### src/rtl/t_ff_bank.sv
// Bank of WIDTH toggle flip-flops with toggle, sticky-set, chained-T up/down
// counting, parallel load and a registered terminal-count pulse.
module t_ff_bank #(
    parameter int unsigned           WIDTH     = 8,
    parameter logic [WIDTH-1:0]      RESET_VAL = '0,
    parameter bit                    SATURATE  = 1'b0
) (
    input  logic             clk,
    input  logic             reset,
    input  logic             enable,
    input  logic [1:0]       mode,
    input  logic [WIDTH-1:0] T,
    input  logic             load,
    input  logic [WIDTH-1:0] load_val,
    output logic [WIDTH-1:0] Q,
    output logic             tc
);

    typedef enum logic [1:0] {
        MODE_TOGGLE = 2'd0,
        MODE_SET    = 2'd1,
        MODE_UP     = 2'd2,
        MODE_DOWN   = 2'd3
    } mode_e;

    mode_e            mode_sel;
    logic [WIDTH-1:0] q_q, q_d;
    logic             tc_q, tc_d;
    logic [WIDTH-1:0] up_tgl;
    logic [WIDTH-1:0] dn_tgl;
    logic             at_max;
    logic             at_min;

    assign mode_sel = mode_e'(mode);

    // Chained-T toggle enables: bit i flips when every lower bit is 1 (up) or 0 (down).
    always_comb begin
        up_tgl    = '0;
        dn_tgl    = '0;
        up_tgl[0] = 1'b1;
        dn_tgl[0] = 1'b1;
        for (int i = 1; i < int'(WIDTH); i++) begin
            up_tgl[i] = up_tgl[i-1] & q_q[i-1];
            dn_tgl[i] = dn_tgl[i-1] & ~q_q[i-1];
        end
    end

    assign at_max = &q_q;
    assign at_min = ~|q_q;

    always_comb begin
        q_d  = q_q;
        tc_d = 1'b0;
        if (load) begin
            q_d = load_val;
        end else if (enable) begin
            case (mode_sel)
                MODE_TOGGLE: q_d = q_q ^ T;
                MODE_SET:    q_d = q_q | T;
                MODE_UP: begin
                    if (T[0]) begin
                        tc_d = at_max;
                        // All-ones toggles every bit, so wrap to zero falls out naturally.
                        if (!(SATURATE && at_max)) begin
                            q_d = q_q ^ up_tgl;
                        end
                    end
                end
                MODE_DOWN: begin
                    if (T[0]) begin
                        tc_d = at_min;
                        if (!(SATURATE && at_min)) begin
                            q_d = q_q ^ dn_tgl;
                        end
                    end
                end
                default: q_d = q_q;
            endcase
        end
    end

    always_ff @(posedge clk) begin
        if (reset) begin
            q_q  <= RESET_VAL;
            tc_q <= 1'b0;
        end else begin
            q_q  <= q_d;
            tc_q <= tc_d;
        end
    end

    assign Q  = q_q;
    assign tc = tc_q;

endmodule

### config.mk
export PLATFORM = sky130hd
export DESIGN_NAME = t_ff_bank
export DESIGN_NICKNAME = d
export VERILOG_FILES = /design/src/rtl/t_ff_bank.sv
export SDC_FILE = /design/constraint.sdc
export NUM_CORES = 1
export LEC_CHECK = 0
export CAP_MARGIN = 25
export CELL_PAD_IN_SITES_DETAIL_PLACEMENT = 1
export CELL_PAD_IN_SITES_GLOBAL_PLACEMENT = 1
export CORE_MARGIN = 3
export CORE_UTILIZATION = 31
export CTS_BUF_LIST = sky130_fd_sc_hd__clkbuf_8
export DETAILED_ROUTE_END_ITERATION = 7
export PLACE_DENSITY_LB_ADDON = 0.25
export SLEW_MARGIN = 15
export SYNTH_ARGS = -nofsm -noshare
export SYNTH_HDL_FRONTEND = slang
export SYNTH_SLANG_ARGS = --single-unit
### constraint.sdc
create_clock -name clk -period 1.36 [get_ports clk]
set_input_delay 0.204 -clock clk [delete_from_list [all_inputs] [get_ports clk]]
set_output_delay 0.204 -clock clk [all_outputs]
set_load 0.005 [all_outputs]
==> implementation parameters <==
Parameter                              Value

Outcome
  Result of the run ... complete, but fails checks
  Violated checks ... setup timing

Setup path
  Largest stage delay on the critical path ... 0.33 ns
  Worst setup path class ... reg -> reg
  Family of cells with the greatest summed delay on the critical path ... simple AND/OR/NAND/NOR gates
  Critical path required time ... 1.47 ns
  Worst path slowest cell ... sky130_fd_sc_hd__or3_1
  Data arrival, critical path ... 1.61 ns
  Max FO, Critical Path ... 2
  Critical Path Start Type ... register
  Critical path endpoint category ... register
  Crit path buf inv count ... 1
  Cell breakdown of the critical path ... inv_2, ha_4, nor2b_4, o31ai_2, a221oi_2, or3_1

Finish
  Filler Cell Count ... 375
  Area added between synthesis and finish ... 72.2%
  Diode insertion count for antenna repair ... 0
  Share of final-layout standard cells stronger than drive strength 1 ... 35.0%
  Final net count ... 231

STA
  Number of endpoints with negative hold slack in the final report ... 0
  Normalized max-slew margin ... 80.9%
  Count of final setup violators ... 9
  Time the worst path needs with I/O delays and setup ... 1.49 ns
  Worst Tran Pin Value ... 0.284 ns
  RSZ-0062 raised after global routing ... yes
  Clock skew ... 0.00106 ns
  Setup ws final ... -0.133 ns
  WHS ... 0.486 ns
  Period utilisation layout ... 110%
  Max Clk Rate ... 670 MHz
  Final Max Tran Viols ... 0
  Setup TNS Final ... -0.648 ns

Synthesis
  Synthesized cell area ... 1040 µm²
  Number of synthesis warnings ... 0
  Top cell types by occurrence after synthesis ... 16 x sky130_fd_sc_hd__inv_1, 13 x sky130_fd_sc_hd__nand2b_1, 9 x sky130_fd_sc_hd__dfxtp_1, 8 x sky130_fd_sc_hd__a21oi_1, 8 x sky130_fd_sc_hd__ha_1
  Unique masters post-synth ... 41
  Synth area leaders ... sky130_fd_sc_hd__dfxtp_1 17%, sky130_fd_sc_hd__ha_1 9.6%, sky130_fd_sc_hd__nand2b_1 7.8%
  Dominant register cell in the synthesized netlist ... sky130_fd_sc_hd__dfxtp_1
  Share of the yosys chip area belonging to registers ... 17.3%
  Fraction of synthesized cell area taken by the top area cell type ... 17.3%
  Post-synth EDFFs ... 0
  Biggest area consumer among synthesized cells ... sky130_fd_sc_hd__dfxtp_1
  Async S/R FF share, synth ... 0%
  Flip-flop and latch count after synthesis ... 9
  Mapped Avg Cell Area ... 7.44 µm²
  Number of standard cells after synthesis ... 140
  Synthesized Nets ... 170
  Count leader, synth ... sky130_fd_sc_hd__inv_1

Clock tree
  TritonCTS sink count ... 9
  Clock tree from TritonCTS ... yes
  CTS buffer count ... 3
  Total of hold buffers inserted after clock tree synthesis ... 0
  Clock insertion delay at the later pin of the skew report ... 0.24 ns
  Clock-pin slew on the worst setup and hold paths ... 0.05 ns
  H-tree level count ... 1
  Buffer depth of the longest clock path ... 2
  Clock root buffer ... sky130_fd_sc_hd__clkbuf_8

Hold path
  Path type of the worst min-delay path ... in -> reg

Drt
  Avg Vias per Cell ... 5.29
  First-pass DRT Iterations ... 4
  Residual antenna-violating net count after detailed routing ... 0
  WL/cell ... 16.9 µm
  DRT Wirelength ... 4110 µm
  Number of violations reported at the end of detailed-routing iteration 0 ... 69
  Overall via count from detail_route ... 1290
  DRC violation count after routing ... 0

GRT
  Maximum number of pins on one net before global-route repair ... 10
  Overall routing resource usage ... 19.5%
  Number of global-route vias before repair ... 1361
  Initial antenna violation count ... 0
  Global-route wire length before repair ... 6380 µm
  Final global-route overflow total ... 0

Die
  Cell Rows ... 20
  Starting density of the core ... 33.3%
  Floorplan die height ... 64.0 µm
  Die ar. ... 4090 µm²
  Number of top-level pins ... 31
  CORE AREA ... 3130 µm²
  X dimension of the die ... 64.0 µm

Place
  Count of input and output buffers ... 30
  Routability-driven placement congestion ratio ... 0.779
  Detail Placement HPWL ... 2890 µm

Pwr
  Areal power density over the cells ... 663 nW/µm²
  Overall power ... 1190 µW
  Leakage component of the power ... 0.000769 µW
  Peak ir drop on the vdd network ... 521 µV

Run
  Max-cap violations ... 0
[cell families (layout without fill, tap and decap cells)]
kind of cell	count (synthesis)	in the layout	share of synthesized area, %
and+or+nand+nor	59	59	32.9
AOI/OAI and AO/OA	37	37	26.4
buffers and inverters	24	84	10.7
DFF	9	9	17.3
adders and majority gates	8	8	9.62
xor gates and xnor gates	2	2	1.68
muxes	1	1	1.32
[final timing paths]
kind	startpoint	end	slack [ns]	depth (start not counted)
worst min register to register	Q[0]	Q[0]	0.66	3
worst max-delay path	Q[7]	Q[7]	-0.13	6
worst max register to register	Q[7]	Q[7]	-0.13	6
worst min-delay path	mode[1]	tc	0.49	3
[flip-flops by register name (all words and copies together) (netlist names)]
name  flops
tc        1
Q         8
[cell usage in the layout (no fill, tap or decap), drive strengths merged, types with 5 or more instances in the layout]
cell type      Yosys  final
nand2              5      5
nand2b            13     13
inv               16     17
dlygate4sd2        0     10
a21oi              9      9
and2               5      5
ha                 8      8
nor3               5      5
dfxtp              9      9
buf                5     34
nor2               7      7
clkdlybuf4s50      0     18
[power breakdown]
part / internal (µW) / switching, µW
registers: 290 / 29.7
logic: 295 / 248
clock network: 199 / 127
total: 784 / 405
[layout make-up]
cell class / instances / area, µm² / area share, %
tap: 44 / 55.1 / 3.07
clock inverter: 1 / 3.75 / 0.209
multi-input combinational: 107 / 891 / 49.7
timing repair buffer: 64 / 544 / 30.4
clock buffer: 3 / 41.3 / 2.30
inverter: 16 / 62.6 / 3.49
sequential: 9 / 195 / 10.9
[tightest hold or removal path, stage by stage]
cell and delay [ns]:
sky130_fd_sc_hd__clkbuf_2 0.18, sky130_fd_sc_hd__nand2b_2 0.24, sky130_fd_sc_hd__a2111oi_4 0.05
[what timing repair did]
item	in CTS	in global routing
setup endpoints to repair	16	12
resized for setup	30	16
buffers inserted	3	1
hold endpoints to repair	0	0
pin swaps	9	11
[through the flow]
| step | cells | area (µm²) | util [%] | setup WS [ns] |
|---|---|---|---|---|
| floorplan | 140 | 1050 | - | -0.130 |
| global placement | 236 | 1580 | 50.5 | -0.504 |
| detailed placement | 236 | 1580 | 50.5 | -0.600 |
| CTS | 243 | 1710 | 54.8 | -0.248 |
| global route | 244 | 1790 | 57.3 | -0.197 |
| finish | 244 | 1790 | 57.3 | -0.133 |
[per-layer routing]
layer / part of all wire [%] / vias up / track usage (%)
met1: 40 / 625 / 22.4
met2: 54 / 33 / 36.9
met5: 0 / - / 0
met3: 3.6 / 8 / 4.39
met4: 2.6 / 0 / 2.43
li1: - / 624 / -
No activity file was read; power rests on OpenSTA's default activity.
